==> config.mk <==
export PLATFORM = sky130hd
export DESIGN_NAME = zero_group_counter_mc
export DESIGN_NICKNAME = d
export VERILOG_FILES = /design/src/rtl/zero_group_counter_mc.sv
export SDC_FILE = /design/constraint.sdc
export NUM_CORES = 1
export LEC_CHECK = 0
export CAP_MARGIN = 25
export CELL_PAD_IN_SITES_DETAIL_PLACEMENT = 0
export CELL_PAD_IN_SITES_GLOBAL_PLACEMENT = 1
export CORE_ASPECT_RATIO = 0.5
export CORE_UTILIZATION = 38
export DETAILED_ROUTE_END_ITERATION = 7
export PLACE_DENSITY = 0.84
export SKIP_CTS_REPAIR_TIMING = 1
export SYNTH_ARGS = -nofsm -noshare
export SYNTH_HDL_FRONTEND = slang
export SYNTH_SLANG_ARGS = --single-unit
==> constraint.sdc <==
create_clock -name clock -period 1.54 [get_ports clock]
set_input_delay 0.154 -clock clock [delete_from_list [all_inputs] [get_ports clock]]
set_output_delay 0.154 -clock clock [all_outputs]
set_load 0.03 [all_outputs]
==> src/rtl/zero_group_counter_mc.sv <==
// Multi-channel zero-group counter: round-robins NCH converters through one soc/eoc handshake
// and publishes one K-bit zero-group count per fixed PERIOD-clock slot, with channel tag and timeout.
module zero_group_counter_mc #(
   parameter int W      = 8,
   parameter int K      = 2,
   parameter int NCH    = 4,
   parameter int PERIOD = 20,
   localparam int CHW   = (NCH > 1) ? $clog2(NCH) : 1,
   localparam int CW    = $clog2(W + 1)
) (
   input  logic           clock,
   input  logic           reset,
   input  logic [W-1:0]   x,
   input  logic           eoc,
   input  logic           mode,
   output logic           soc,
   output logic [CHW-1:0] sel,
   output logic [CW-1:0]  out,
   output logic [CHW-1:0] out_ch,
   output logic           out_valid,
   output logic           err
);

   localparam int CNTW = $clog2(PERIOD);
   localparam logic [CNTW-1:0] CNT_LAST = CNTW'(PERIOD - 2);
   localparam logic [CHW-1:0]  SEL_LAST = CHW'(NCH - 1);
   localparam logic [W-1:0]    ONES     = '1;
   localparam logic [W-1:0]    FILL_1   = ONES >> (W - 1);
   localparam logic [W-1:0]    FILL_K   = ONES >> (W - K);

   typedef enum logic [2:0] {
      S_START,
      S_WAIT,
      S_SCAN,
      S_PAD,
      S_OUT
   } state_t;

   state_t          state;
   state_t          next_state;
   logic [CNTW-1:0] cnt;
   logic [W-1:0]    shreg;
   logic [CW-1:0]   n_cnt;
   logic            mode_r;
   logic            last;
   logic            all_ones;
   logic            top_zero;
   logic            timeout;
   logic            publish;

   assign last     = (cnt == CNT_LAST);
   assign all_ones = &shreg;
   assign top_zero = (shreg[W-1 -: K] == '0);
   assign publish  = (next_state == S_OUT);

   // NOTE: every output of this block is given a default first, so no path leaves a latch behind.
   always_comb begin
      next_state = state;
      timeout    = 1'b0;
      case (state)
         S_START: begin
            if (last) begin
               next_state = S_OUT;
               timeout    = 1'b1;
            end else if (!eoc) begin
               next_state = S_WAIT;
            end
         end
         // A sample arriving on the last usable cycle has no time left to be scanned.
         S_WAIT: begin
            if (last) begin
               next_state = S_OUT;
               timeout    = 1'b1;
            end else if (eoc) begin
               next_state = S_SCAN;
            end
         end
         S_SCAN: begin
            if (last) begin
               next_state = S_OUT;
            end else if (all_ones) begin
               next_state = S_PAD;
            end
         end
         S_PAD: begin
            if (last) begin
               next_state = S_OUT;
            end
         end
         S_OUT:   next_state = S_START;
         default: next_state = S_START;
      endcase
   end

   // Result registers load on the edge entering S_OUT, so out_valid is high during the slot's last cycle.
   // NOTE: sequential state uses non-blocking assignments so every register sees pre-edge values.
   always_ff @(posedge clock or posedge reset) begin
      if (reset) begin
         state     <= S_START;
         cnt       <= '0;
         soc       <= 1'b0;
         sel       <= '0;
         out       <= '0;
         out_ch    <= '0;
         out_valid <= 1'b0;
         err       <= 1'b0;
      end else begin
         state     <= next_state;
         cnt       <= (state == S_OUT) ? '0 : cnt + CNTW'(1);
         soc       <= (state == S_START);
         out_valid <= publish;
         if (publish) begin
            out    <= timeout ? '0 : n_cnt;
            err    <= timeout;
            out_ch <= sel;
         end
         if (state == S_OUT) begin
            sel <= (sel == SEL_LAST) ? '0 : sel + CHW'(1);
         end
      end
   end

   // NOTE: datapath registers carry no reset; each slot reloads them before they are ever read.
   always_ff @(posedge clock) begin
      if (state == S_START && cnt == '0) begin
         mode_r <= mode;
      end
      case (state)
         S_WAIT: begin
            shreg <= x;
            n_cnt <= '0;
         end
         S_SCAN: begin
            if (!all_ones) begin
               if (top_zero) begin
                  if (n_cnt != '1) begin
                     n_cnt <= n_cnt + CW'(1);
                  end
                  shreg <= mode_r ? ((shreg << 1) | FILL_1) : ((shreg << K) | FILL_K);
               end else begin
                  shreg <= (shreg << 1) | FILL_1;
               end
            end
         end
         default: ;
      endcase
   end

endmodule

# Word level (Yosys, flattened, before mapping)
# Index checks and enable logic that the tools add are counted.
dict set report word_totals {
  reg_bits 32
  inputBits 12
  output_inout_bits 11
  wordCells 55
}
dict set report op_classes {
  addsub 3
  n_eq_ne 11
  muxes 21
  reduce_logical 9
}
# cell count
set op_table {}
lappend op_table {{$mux 8} 3}
lappend op_table {{$mux 3} 7}
lappend op_table {{$mux 4} 4}
lappend op_table {{$pmux 8 s2} 1}
lappend op_table {{$pmux 3 s4} 1}
lappend op_table {{$pmux 4 s2} 1}
lappend op_table {{$reduce_and 8->1} 1}
lappend op_table {{$eq 3x2->1 const B} 2}
lappend op_table {{$eq 3x3->1 const B} 2}
lappend op_table {{$ne 2x2->1 const B} 3}
lappend op_table {{$add 5x1->5 const B} 1}
lappend op_table {{$eq 5x5->1 const B} 1}
lappend op_table {{$logic_not 5->1} 1}
lappend op_table {{$mux 5} 1}
lappend op_table {{$add 4x1->4 const B} 1}
lappend op_table {{$ne 4x4->1 const B} 1}
lappend op_table {{$reduce_and 4->1} 1}
lappend op_table {{$eq 3x1->1 const B} 1}
lappend op_table {{$logic_not 3->1} 1}
lappend op_table {{$add 2x1->2 const B} 1}
lappend op_table {{$eq 2x2->1 const B} 1}
lappend op_table {{$logic_not 2->1} 1}
lappend op_table {{$mux 1} 2}
lappend op_table {{$mux 2} 1}
lappend op_table {{other kinds (4)} 4}

# Longest topological paths before layout
dict set report depth {
  word_depth 5
  depth_mapped 5
  depth_no_buf 4
}

# Worst setup path before layout
# No wires, ideal clock.
dict set report synth_path {
  path_type {register -> register}
  startpoint {register state[0]}
  endpoint {register shreg[0] (enable)}
  setup_time_ns 0.375
  arrival_time_ns 1.184
  required_time_ns 1.165
  setup_slack_ns -0.020
  stages_incl_launch_ff 4
  path_buffers 0
  synth_period_minus_slack_ns 1.560
  cell_sequence {dfrtp_1 nor2b_1 o21ai_1 a21oi_1}
}
dict set report synth_between {
  elab_chain_len 3
  elab_cells_between_ends 5
  classes_between {eq/ne: 3; reduce/logical: 2}
}
# item line
set synth_rtl {}
lappend synth_rtl {{from (decl)} 39} ;# state_t state;
lappend synth_rtl {{from (signal assigned)} 108} ;# state <= next_state;
lappend synth_rtl {{$eq 3x2->1 or $eq 3x1->1 (tied branches)} 128} ;# case (state)
lappend synth_rtl {{$ne 2x2->1 (no line) or $reduce_bool 2->1 (tied branches)} --}
lappend synth_rtl {{$reduce_and 2->1 (no line) *} --}
lappend synth_rtl {{to (signal assigned)} 139} ;# shreg <= mode_r ? ((shreg << 1) | FILL_1) : ((shreg << K) | FILL_K);
lappend synth_rtl {{to (signal assigned)} 141} ;# shreg <= (shreg << 1) | FILL_1;
lappend synth_rtl {{to (decl)} 42} ;# logic [W-1:0] shreg;
# Every way passes the cells marked *; elsewhere a longest branch is shown, timed or not.
# A chain may end at the register's enable or synchronous reset.

# Worst setup path after layout
dict set report layout_path {
  startpoint {register out_ch[1]}
  endpoint {output port out_ch[1]}
}
# item line
set layout_rtl {}
lappend layout_rtl {{from (decl)} 19} ;# output logic [CHW-1:0] out_ch,
lappend layout_rtl {{from (signal assigned)} 115} ;# out_ch <= sel;
# No word-level cell between the ends.

==> impl_metrics.py <==
metrics = {
    "pwr": {
        "power-per-cell-area_nw_per_um2": 1120,
        "worst_voltage_drop_across_the_vdd_grid_v": 0.000462,
        "static-leakage-power_nw": 0.818,
        "report.power.total_mw": 2.18,
    },
    "layout": {
        "drive_gt1_share_pct": 16.0,
        "multi_input_comb_area_um2": 604,
        "diodes": 0,
        "register_area_um2": 866,
        "postLayoutCellArea_um2": 1960,
        "fill_cell_count": 336,
        "finish.utilization_pct": 54.1,
        "layout.cells.most_common": "clkdlybuf4s50_1",
        "finish.net_count": 178,
        "final_cell_mix": "clkdlybuf4s50_1, dfrtp_1, nor2_1",
        "area.growth.synth_to_final_pct": 28.5,
    },
    "drt": {
        "drt_drc_violations_left": 0,
        "detail_route.first_pass.iterations": 4,
        "detailroute.via_count": 1006,
        "drt_first_iter_violations": 25,
        "detailed_route_wire_length_per_cell_um": 12.9,
        "routed_wirelength_um": 2740,
        "routed_via_count_divided_by_cell_count": 4.72,
        "antenna_left": 0,
    },
    "sta": {
        "timing.final.crit_period_ns": 1.46,
        "min_period_over_period_pct": 94.8,
        "hold_violation_count_in_the_final_report": 0,
        "final.setup_skew_ns": 0.00297,
        "fmax_ghz": 0.685,
        "setup_viol": 0,
        "max_slew.worst_pin.slew_ns": 0.380,
        "final_max_slew_viol_count": 0,
        "max-slew-margin-rel_pct": 74.6,
        "final.setup.tns_ns": 0,
        "grt_setup_unrepaired": "no",
    },
    "logic_synthesis": {
        "mappedNetlistNets": 143,
        "warnings_synthesis": 0,
        "ys_seq_area_share_pct": 56.8,
        "synth_cell_types": 29,
        "synth_edf_count": 13,
        "async_reset_ff_share_pct": 59.4,
        "syn_area_um2": 1520,
        "synthesis.area_per_instance_um2": 12.1,
        "synth_flop_cell": "dfrtp_1",
        "ys_ff_latch": 32,
        "synthCells": 126,
    },
    "critical_path": {
        "crit-reg2reg-launch": "shreg[7]$_DFFE_PP_",
        "worstRegToRegCells": 3,
        "cp_arrival_ns": 1.31,
        "crit_path_top_delay_cell": "clkdlybuf4s50_1",
        "regToRegEndpoint": "shreg[6]$_DFFE_PP_",
        "r2r_setup_slk_ns": 0.10,
        "path_delay_family": "buffers and inverters",
        "cp_max_fo": 2,
        "cp_slowest_stage_delay_ns": 0.67,
        "worst_ep_required_time_ns": 1.39,
        "cp_cell_sequence": "clkdlybuf4s50_1",
        "critical_path.startpoint_type": "flip-flop",
        "worstSetupPathDepth": 1,
        "worst-setup-path-type": "reg -> out",
        "worstSetupEndpointType": "output pin",
        "timing.critical_path.buf_inv": 1,
    },
    "clocking": {
        "cts_buffers": 5,
        "max-clock-path-buffers": 2,
        "path_clk_slew_ns": 0.06,
        "cts_max_level": 2,
        "clock_sinks": 32,
        "clockRootBuffer": "clkbuf_8",
        "tritoncts_clock_tree": "yes",
        "worst_skew_pair.late_latency_ns": 0.28,
    },
    "floorplanning": {
        "die_area_um2": 4280,
        "io_pins": 23,
        "die_y_um": 46.8,
        "coreArea_um2": 3620,
        "floorplan.initialDensity_pct": 42.1,
        "chipWidth_um": 91.6,
        "placement_row_count": 15,
    },
    "grt": {
        "first_pass_grt_wire_length_um": 4560,
        "grt_remaining_overflow": 0,
        "groute.layer.met2.usage_pct": 25.0,
        "grt_util_met1_pct": 17.9,
        "pin_count_of_the_biggest_net_entering_global_routing": 20,
        "gr-usage-all-layers_pct": 14.8,
        "global_route.usage.met3_pct": 4.85,
        "grt_pass1_vias": 997,
        "global_routing_s_busiest_layer": "met2",
        "antenna_violations_before_repair": 0,
    },
    "run_status": {
        "status": "completed",
    },
    "place": {
        "buffer_ports.inserted": 22,
        "gpl_wtd_cong": 0.720,
        "placed_area_um2": 1850,
        "post-dp-hpwl_um": 2050,
    },
    "flow_run": {
        "cap_violations": 0,
    },
    "min_path": {
        "worst_hold_path_type": "in -> async",
    },
}
## where the power goes
group,switching [mW],internal [mW]
Combinational,0.231,0.199
Clock,0.295,0.364
Sequential,0.0774,1.02
## per-layer routing
| metal | share of wire [%] | up-vias |
|---|---|---|
| met5 | 0 | - |
| met2 | 46 | 13 |
| met4 | 0.51 | 0 |
| li1 | - | 509 |
| met1 | 50 | 481 |
| met3 | 3.4 | 3 |
## flip-flops by register name (all words and copies together), names as in the netlist
register / flops
err: 1
state: 3
soc: 1
out_ch: 2
n_cnt: 4
mode_r: 1
sel: 2
out: 4
out_valid: 1
cnt: 5
shreg: 8
## how the worst max path moves through the flow
stage | from | endpoint | slack (ns)
after global routing | n_cnt[1]$_SDFFCE_PN0P_ | n_cnt[2]$_SDFFCE_PN0P_ | 0.01
after floorplan | n_cnt[0]$_SDFFCE_PN0P_ | n_cnt[0]$_SDFFCE_PN0P_ | 0.12
after detailed placement | n_cnt[0]$_SDFFCE_PN0P_ | n_cnt[2]$_SDFFCE_PN0P_ | 0.01
final | out_ch[1]$_DFFE_PP0N_ | out_ch[1] | 0.08
after global placement | n_cnt[0]$_SDFFCE_PN0P_ | n_cnt[2]$_SDFFCE_PN0P_ | 0.11
after CTS | n_cnt[1]$_SDFFCE_PN0P_ | n_cnt[1]$_SDFFCE_PN0P_ | -0.02
## final cells by class
type | instances | area share [%]
repair buffers | 32 | 15.5
inverters | 8 | 1.53
multi-input cells | 82 | 30.9
flip-flops and latches | 32 | 44.2
well taps | 51 | 3.26
clock buffers | 8 | 4.60
## through the flow
| step | hold WS (ns) | setup slack (ns) | instances |
|---|---|---|---|
| CTS | 0.195 | -0.0153 | 213 |
| global placement | 0.472 | 0.110 | 205 |
| floorplan | 0.105 | 0.122 | 126 |
| global route | 0.238 | 0.0121 | 213 |
| finish | 0.188 | 0.0805 | 213 |
| detailed placement | 0.475 | 0.0113 | 205 |
## synth_stat cells (4+ instances only)
| master | n | share of area, % |
|---|---|---|
| dfrtp_1 | 19 | 31 |
| nor2_1 | 17 | 4.2 |
| edfxtp_1 | 13 | 26 |
| nand3_1 | 5 | 1.6 |
| inv_1 | 8 | 2.0 |
| mux2i_1 | 10 | 6.6 |
| ha_1 | 5 | 4.1 |
| nand2_1 | 4 | 0.98 |
| a21oi_1 | 11 | 3.6 |
## cells by family after synthesis
| kind of cell | count (synthesis) | share of synthesized area [%] |
|---|---|---|
| buffers and inverters | 12 | 4.27 |
| DFF | 32 | 56.8 |
| muxes | 14 | 10.0 |
| adders and majority gates | 5 | 4.11 |
| xor gates and xnor gates | 5 | 2.87 |
| AOI/OAI and AO/OA | 13 | 4.35 |
| and+or+nand+nor | 45 | 17.6 |
Power figures use the tool's default switching activity.
